`config.mk`:
```
export PLATFORM = sky130hd
export DESIGN_NAME = control_sequencer_flat
export DESIGN_NICKNAME = d
export VERILOG_FILES = /design/src/rtl/control_sequencer_if.sv /design/src/rtl/control_sequencer.sv /design/src/flat_wrapper.sv
export SDC_FILE = /design/constraint.sdc
export NUM_CORES = 1
export LEC_CHECK = 0
export ABC_AREA = 1
export CORE_AREA = 2 2 39 41
export DETAILED_ROUTE_END_ITERATION = 8
export DIE_AREA = 0 0 41 43
export PLACE_DENSITY = 0.83
export SETUP_SLACK_MARGIN = 0.1
export SLEW_MARGIN = 20
export SYNTH_ARGS = -nofsm -noshare
export SYNTH_HDL_FRONTEND = slang
export SYNTH_SLANG_ARGS = --single-unit
```
`constraint.sdc`:
```
create_clock -name clk -period 1.48 [get_ports clk]
set_input_delay 0.296 -clock clk [delete_from_list [all_inputs] [get_ports clk]]
set_output_delay 0.296 -clock clk [all_outputs]
set_load 0.05 [all_outputs]
```
`src/rtl/control_sequencer_if.sv`:
```
// Bundle of opcode/flag inputs and bus strobes between the control sequencer
// (master) and the 8-bit datapath (slave).
interface control_sequencer_if;
    logic [3:0] opcode;
    logic       carry_flag;
    logic       zero_flag;
    logic [2:0] stage;
    logic       pc_inc;
    logic       n_pc_enable;
    logic       n_pc_load;
    logic       n_mar_load;
    logic       n_ram_enable;
    logic       ram_write;
    logic       n_ir_load;
    logic       n_ir_enable;
    logic       n_a_load;
    logic       n_a_enable;
    logic       n_b_load;
    logic       n_alu_enable;
    logic       sub;
    logic       flags_load;
    logic       n_out_load;
    logic       halt;

    modport master (
        input  opcode, carry_flag, zero_flag,
        output stage, pc_inc, n_pc_enable, n_pc_load, n_mar_load, n_ram_enable,
               ram_write, n_ir_load, n_ir_enable, n_a_load, n_a_enable, n_b_load,
               n_alu_enable, sub, flags_load, n_out_load, halt
    );

    modport slave (
        output opcode, carry_flag, zero_flag,
        input  stage, pc_inc, n_pc_enable, n_pc_load, n_mar_load, n_ram_enable,
               ram_write, n_ir_load, n_ir_enable, n_a_load, n_a_enable, n_b_load,
               n_alu_enable, sub, flags_load, n_out_load, halt
    );
endinterface

```
`src/rtl/control_sequencer.sv`:
```
// Microcoded stage sequencer for the 8-bit bus computer: fetch in T0-T1,
// opcode-dependent execute in T2-T4, strobes decoded from the stage register.
module control_sequencer (
    input  logic                clk,
    input  logic                n_clear,
    control_sequencer_if.master bus
);
    typedef enum logic [2:0] {
        T0   = 3'd0,
        T1   = 3'd1,
        T2   = 3'd2,
        T3   = 3'd3,
        T4   = 3'd4,
        HALT = 3'd7
    } stage_e;

    localparam logic [3:0] OP_LDA = 4'b0001;
    localparam logic [3:0] OP_ADD = 4'b0010;
    localparam logic [3:0] OP_SUB = 4'b0011;
    localparam logic [3:0] OP_STA = 4'b0100;
    localparam logic [3:0] OP_LDI = 4'b0101;
    localparam logic [3:0] OP_JMP = 4'b0110;
    localparam logic [3:0] OP_JC  = 4'b0111;
    localparam logic [3:0] OP_JZ  = 4'b1000;
    localparam logic [3:0] OP_OUT = 4'b1110;
    localparam logic [3:0] OP_HLT = 4'b1111;

    stage_e state;
    logic   is_arith;

    assign is_arith = (bus.opcode == OP_ADD) || (bus.opcode == OP_SUB);

    // NOTE: sequential state uses non-blocking assignments so every flop samples
    // pre-edge values; combinational decode below uses blocking assignments.
    always_ff @(posedge clk or negedge n_clear) begin
        if (!n_clear) begin
            state <= T0;
        end else begin
            case (state)
                T0: state <= T1;
                T1: state <= T2;
                T2: begin
                    case (bus.opcode)
                        OP_LDA, OP_ADD, OP_SUB, OP_STA: state <= T3;
                        OP_HLT:                         state <= HALT;
                        default:                        state <= T0;
                    endcase
                end
                T3:      state <= is_arith ? T4 : T0;
                T4:      state <= T0;
                HALT:    state <= HALT;
                default: state <= T0;
            endcase
        end
    end

    // NOTE: n_clear gates the decode directly so T0 strobes stay inactive for
    // the whole reset period even though the stage register already reads T0.
    always_comb begin
        bus.stage        = state;
        bus.pc_inc       = 1'b0;
        bus.n_pc_enable  = 1'b1;
        bus.n_pc_load    = 1'b1;
        bus.n_mar_load   = 1'b1;
        bus.n_ram_enable = 1'b1;
        bus.ram_write    = 1'b0;
        bus.n_ir_load    = 1'b1;
        bus.n_ir_enable  = 1'b1;
        bus.n_a_load     = 1'b1;
        bus.n_a_enable   = 1'b1;
        bus.n_b_load     = 1'b1;
        bus.n_alu_enable = 1'b1;
        bus.sub          = 1'b0;
        bus.flags_load   = 1'b0;
        bus.n_out_load   = 1'b1;
        bus.halt         = 1'b0;
        if (n_clear) begin
            case (state)
                T0: begin
                    bus.n_pc_enable = 1'b0;
                    bus.n_mar_load  = 1'b0;
                end
                T1: begin
                    bus.n_ram_enable = 1'b0;
                    bus.n_ir_load    = 1'b0;
                    bus.pc_inc       = 1'b1;
                end
                T2: begin
                    case (bus.opcode)
                        OP_LDA, OP_ADD, OP_SUB, OP_STA: begin
                            bus.n_ir_enable = 1'b0;
                            bus.n_mar_load  = 1'b0;
                        end
                        OP_LDI: begin
                            bus.n_ir_enable = 1'b0;
                            bus.n_a_load    = 1'b0;
                        end
                        OP_JMP: begin
                            bus.n_ir_enable = 1'b0;
                            bus.n_pc_load   = 1'b0;
                        end
                        // Conditional jumps look at the flags only in this stage.
                        OP_JC, OP_JZ: begin
                            if ((bus.opcode == OP_JC) ? bus.carry_flag : bus.zero_flag) begin
                                bus.n_ir_enable = 1'b0;
                                bus.n_pc_load   = 1'b0;
                            end
                        end
                        OP_OUT: begin
                            bus.n_a_enable = 1'b0;
                            bus.n_out_load = 1'b0;
                        end
                        OP_HLT:  bus.halt = 1'b1;
                        default: ;
                    endcase
                end
                T3: begin
                    case (bus.opcode)
                        OP_LDA: begin
                            bus.n_ram_enable = 1'b0;
                            bus.n_a_load     = 1'b0;
                        end
                        OP_ADD, OP_SUB: begin
                            bus.n_ram_enable = 1'b0;
                            bus.n_b_load     = 1'b0;
                            bus.sub          = (bus.opcode == OP_SUB);
                        end
                        OP_STA: begin
                            bus.n_a_enable = 1'b0;
                            bus.ram_write  = 1'b1;
                        end
                        default: ;
                    endcase
                end
                T4: begin
                    if (is_arith) begin
                        bus.n_alu_enable = 1'b0;
                        bus.n_a_load     = 1'b0;
                        bus.flags_load   = 1'b1;
                        bus.sub          = (bus.opcode == OP_SUB);
                    end
                end
                HALT:    bus.halt = 1'b1;
                default: ;
            endcase
        end
    end
endmodule

```
`src/flat_wrapper.sv`:
```
// flat-port wrapper written by rule: the top's interface ports become plain ports
module control_sequencer_flat 
  (clk, n_clear, bus_opcode, bus_carry_flag, bus_zero_flag, bus_stage, bus_pc_inc, bus_n_pc_enable, bus_n_pc_load, bus_n_mar_load, bus_n_ram_enable, bus_ram_write, bus_n_ir_load, bus_n_ir_enable, bus_n_a_load, bus_n_a_enable, bus_n_b_load, bus_n_alu_enable, bus_sub, bus_flags_load, bus_n_out_load, bus_halt);
  control_sequencer_if bus_i ();
  input  logic clk;
  input  logic n_clear;
  input wire logic [$bits(bus_i.opcode)-1:0] bus_opcode;
  input wire logic [$bits(bus_i.carry_flag)-1:0] bus_carry_flag;
  input wire logic [$bits(bus_i.zero_flag)-1:0] bus_zero_flag;
  output wire logic [$bits(bus_i.stage)-1:0] bus_stage;
  output wire logic [$bits(bus_i.pc_inc)-1:0] bus_pc_inc;
  output wire logic [$bits(bus_i.n_pc_enable)-1:0] bus_n_pc_enable;
  output wire logic [$bits(bus_i.n_pc_load)-1:0] bus_n_pc_load;
  output wire logic [$bits(bus_i.n_mar_load)-1:0] bus_n_mar_load;
  output wire logic [$bits(bus_i.n_ram_enable)-1:0] bus_n_ram_enable;
  output wire logic [$bits(bus_i.ram_write)-1:0] bus_ram_write;
  output wire logic [$bits(bus_i.n_ir_load)-1:0] bus_n_ir_load;
  output wire logic [$bits(bus_i.n_ir_enable)-1:0] bus_n_ir_enable;
  output wire logic [$bits(bus_i.n_a_load)-1:0] bus_n_a_load;
  output wire logic [$bits(bus_i.n_a_enable)-1:0] bus_n_a_enable;
  output wire logic [$bits(bus_i.n_b_load)-1:0] bus_n_b_load;
  output wire logic [$bits(bus_i.n_alu_enable)-1:0] bus_n_alu_enable;
  output wire logic [$bits(bus_i.sub)-1:0] bus_sub;
  output wire logic [$bits(bus_i.flags_load)-1:0] bus_flags_load;
  output wire logic [$bits(bus_i.n_out_load)-1:0] bus_n_out_load;
  output wire logic [$bits(bus_i.halt)-1:0] bus_halt;
  assign bus_i.opcode = bus_opcode;
  assign bus_i.carry_flag = bus_carry_flag;
  assign bus_i.zero_flag = bus_zero_flag;
  assign bus_stage = bus_i.stage;
  assign bus_pc_inc = bus_i.pc_inc;
  assign bus_n_pc_enable = bus_i.n_pc_enable;
  assign bus_n_pc_load = bus_i.n_pc_load;
  assign bus_n_mar_load = bus_i.n_mar_load;
  assign bus_n_ram_enable = bus_i.n_ram_enable;
  assign bus_ram_write = bus_i.ram_write;
  assign bus_n_ir_load = bus_i.n_ir_load;
  assign bus_n_ir_enable = bus_i.n_ir_enable;
  assign bus_n_a_load = bus_i.n_a_load;
  assign bus_n_a_enable = bus_i.n_a_enable;
  assign bus_n_b_load = bus_i.n_b_load;
  assign bus_n_alu_enable = bus_i.n_alu_enable;
  assign bus_sub = bus_i.sub;
  assign bus_flags_load = bus_i.flags_load;
  assign bus_n_out_load = bus_i.n_out_load;
  assign bus_halt = bus_i.halt;
  control_sequencer u_core (.clk(clk), .n_clear(n_clear), .bus(bus_i));
endmodule
```
==> run summary, run 1 <==
Status = stopped before the end
Stopped at = global routing (5_1_grt)
Stop err = [ERROR DPL-0038] Utilization greater than 100%, impossible to legalize
Pre-CTS setup slack = -629.1 ps
Fraction of registers with async set/reset = 100.0%
Post-synth top area share = 24.86%
Worst-path endpoint after global-route repair_timing = bus_n_pc_load
DIE WIDTH = 41 um
TritonCTS Buffers = 3
Worst ep type = output port
Top-count cell post-synth = nand2_1
Top Ports = 27
Starting Density = 31.65%
Die Height = 43 um
Synth cell types = 15
Max clock buf depth = 2
CTS Root Cell = clkbuf_4
Syn_nets = 95
Register area share after synthesis = 17.14%
Hold_buf cts = 0
Cells after DPL = 146
Ys flop type = dfrtp_1
Core Rows = 14
Htree depth = 1
Clk sink count = 3
Gp weighted congestion = 0.8946
Most frequent cells after synthesis = nand2_1, nor2_1, inv_1
Mapped Area = 437.9 um^2
Number of flops mapped to enable cells by yosys = 0
Cell taking the most area after synthesis = nand2_1
Most area-consuming cells after synthesis = nand2_1, dfrtp_1, nor2_1
Synth warnings = 0
DP HPWL = 1755 um
Synth Register Bits = 3
Cells after Synth = 87
Number of port buffers = 26
Largest net degree at the start of global routing = 8
Syn Area/Cell = 5.034 um^2
cells by family after synthesis:
family                 share of synthesized area (%)
AO/OA/AOI/OAI                                  6.570
AND/OR/NAND/NOR                                61.71
buffers and inverters                          14.57
flip-flops                                     17.14
through the flow:
step	instance area [um^2]	TNS (ps)
4_1_cts	1339	-3317
3_5_place_dp	1101	-8336
3_3_place_gp	1101	-6128
2_1_floorplan	553.0	-1365
repair_timing:
item                                    CTS
endpoints found under the setup margin   19
setup buffers                             8
pin swaps                                14
gates resized for setup                  54
==> inputs of run 2 (changes only) <==
--- a/config.mk
+++ b/config.mk
@@ -6,11 +6,10 @@
 export NUM_CORES = 1
 export LEC_CHECK = 0
 export ABC_AREA = 1
-export CORE_AREA = 2 2 39 41
+export CORE_AREA = 2 2 63 65
 export DETAILED_ROUTE_END_ITERATION = 8
-export DIE_AREA = 0 0 41 43
-export PLACE_DENSITY = 0.83
-export SETUP_SLACK_MARGIN = 0.1
+export DIE_AREA = 0 0 65 67
+export PLACE_DENSITY_LB_ADDON = 0.15
 export SLEW_MARGIN = 20
 export SYNTH_ARGS = -nofsm -noshare
 export SYNTH_HDL_FRONTEND = slang
==> run 2 against run 1 <==
Compared with the run above:
- synthesized cell count did not move
- area after synthesis did not move
- the flow now finishes, with violations (setup timing)
==> run summary, run 2 <==
FF-to-FF Start = u_core.bus.stage[2]$_DFF_PN0_
Cell taking the most area after synthesis = nand2_1
Worst setup SP type = register
Total die area = 4355 um^2
Critical path required time = 1180 ps
Slew at the pin closest to its max-slew limit = 273.6 ps
Latest clock arrival within the worst-skew pair = 220 ps
Nets@finish = 152
Crit path DAT = 1380 ps
Layout area overhead = 224.6%
RSZ-0062 raised after global routing = yes
Post-route ant nets = 0
Clk sink count = 3 (unchanged)
Max-cap violations = 0
First-pass GRT wire length = 3346 um
Critical path class = reg2out
Cells after DPL = 181 (+24%)
Number of flops mapped to enable cells by yosys = 0 (unchanged)
Syn Area/Cell = 5.034 um^2 (unchanged)
Fraction of registers with async set/reset = 100.0% (unchanged)
CP peak stage delay = 430 ps
Drt first pass iters = 4
Max clock buf depth = 2 (unchanged)
Final worst slack = -200.4 ps
Largest family of logic cells by synthesized area = simple AND/OR/NAND/NOR gates
Max Transition Viols Final = 0
Global route overflow = 0
Crit-path max FO = 4
Register area share after synthesis = 17.14% (unchanged)
Simple-Gate Fraction of Synth Area = 61.71% (unchanged)
Cells after Synth = 87 (unchanged)
Final Cycle Share = 113.5%
Mapped Area = 437.9 um^2 (unchanged)
Reg-to-reg endpoint = u_core.bus.stage[0]$_DFF_PN0_
Die Height = 67 um (+56%)
Total Wirelength = 1958 um
Largest net degree at the start of global routing = 8
Worst hold margin = 174.5 ps
Family with the most delay on the worst path = buffers and inverters
Pleak = 0.6617 nW
Largest register FFs = 3
CTS clk-pin slew, worst paths = 30 ps
Pwr/cell area = 1440 nW/um^2
Synth Area in XOR/XNOR = 0% (unchanged)
Initial antenna violation count = 0
Top-count cell post-synth = nand2_1
Cell mode on critical path = buf_4
Most frequent cells after synthesis = nand2_1, nor2_1, inv_1
Worst-path cell chain = buf_4 > nor2_4 > buf_4 > nand2_2 > nand3_2 > buf_12
CP bufs+invs = 3
Worst hold path class = in2async
CTS Root Cell = clkbuf_8
Slew headroom = 81.70%
Synth warnings = 0 (unchanged)
Htree depth = 1 (unchanged)
Share of layout cells above drive strength 1 = 69.23%
Wire per inst = 10.25 um
Setup Skew = 0.5376 ps
Setup crit end kind = primary output
Final non-filler cell total = 191
Slowest CP cell = dfrtp_2
Reg2reg setup slack = 290 ps
Synth Register Bits = 3 (unchanged)
Fmax = 595.1 MHz
Gr usage total = 10.05%
Vias/cell = 3.885
Synth cell types = 15 (unchanged)
Post-route minimum period = 1680 ps
Compound-cell area share of the yosys netlist = 6.571% (unchanged)
Core Rows = 22 (+8)
Worst VDD drop = 0.5090 mV
Crit. path cell count = 6
TritonCTS Buffers = 3 (unchanged)
Most area-consuming cells after synthesis = nand2_1, dfrtp_1, nor2_1
Top Ports = 27 (unchanged)
Violated checks = setup timing
Adder-cell share of the synthesized area = 0% (unchanged)
# diodes = 0
Syn_nets = 95 (unchanged)
Endpoints failing setup = 16
Post-route DRC = 0
Post-synth top area share = 24.86% (unchanged)
1st-iter DRT viols = 18
Most frequent cells in the layout = buf_4, nand2_1, buf_12
R2r worst-path depth = 7
Hold Vio Cnt, Final = 0
Most common cell after layout, fill and taps aside = buf_4
CTS tree = built
Number of port buffers = 26 (unchanged)
Via count = 742
DP HPWL = 1504 um (-14%)
Status = finished with violations
Core ar. = 3606 um^2
Post-synthesis mux area share = 0% (unchanged)
Gp weighted congestion = 0.8397 (-6.1%)
Ys flop type = dfrtp_1
Vias in the first global route = 742
Starting Density = 12.14% (-20 points)
DIE WIDTH = 65 um (+59%)
-- run 2: cell counts after synthesis --
No cell type changed its count.
-- run 2: worst max-delay path by stage --
stage | from | end | slack (ps)
after global placement | bus_opcode[1] | bus_n_ir_enable | -520
after CTS | u_core.bus.stage[2]$_DFF_PN0_ | bus_n_a_enable | -230
final | u_core.bus.stage[2]$_DFF_PN0_ | bus_n_ram_enable | -200
after global routing | u_core.bus.stage[2]$_DFF_PN0_ | bus_sub | -270
after detailed placement | bus_opcode[2] | bus_n_ir_enable | -520
after floorplan | u_core.bus.stage[2]$_DFF_PN0_ | bus_n_a_enable | -240
-- run 2: through the flow --
stage / setup slack, ps / power, mW / setup TNS (ps) / utilization, % / cell area, um^2
finish: -200.4 / 2.047 / -2264 / 39.42 / 1421
global placement: -522.5 / 1.516 / -6695 / 32.48 / 1171
global route: -274.4 / 2.157 / -3173 / 39.42 / 1421
floorplan: -242.4 / 0.8454 / -1354 / - / 548.0
CTS: -231.4 / 2.012 / -2408 / 38.90 / 1403
detailed placement: -524.5 / 1.514 / -6754 / 32.48 / 1171
-- run 2: report_power, final --
group	internal [mW]	total (mW)	switching [mW]
Sequential	0.118	0.163	0.0444
Combinational	0.755	1.64	0.884
Clock	0.184	0.245	0.0611
Total	1.06	2.05	0.989
-- run 2: worst register-to-register path: cells and delay by family, from the launching register on --
family | cells | cell delay (ps)
buffers and inverters | 5 | 540
flip-flops | 1 | 400
AND/OR/NAND/NOR | 2 | 120
-- run 2: area by class of cell --
class	instances	area, um^2
fill	346	2185
clock buffer	4	45.04
inverter	17	77.57
sequential	3	78.83
tap	48	60.06
multi-input combinational	67	528.0
timing repair buffer	52	631.9
-- run 2: cells by family (layout without fill, tap and decap cells) --
| family | count (synthesis) | count (layout) |
|---|---|---|
| buf+inv | 17 | 73 |
| simple gates | 62 | 62 |
| flops | 3 | 3 |
| compound gates | 5 | 5 |
-- run 2: metal layers --
metal	wire length, um	track usage (%)
met5	0	0
met4	31	4.787
met3	80	1.858
met2	1113	18.30
met1	733	11.20
-- run 2: timing repair --
item,CTS,global route
hold buffers,0,0
pin swaps,9,5
setup endpoints to repair,16,16
buffers inserted,4,2
endpoints found under the hold margin,0,0
gates resized for setup,54,5
No activity file was read; power rests on OpenSTA's default activity.
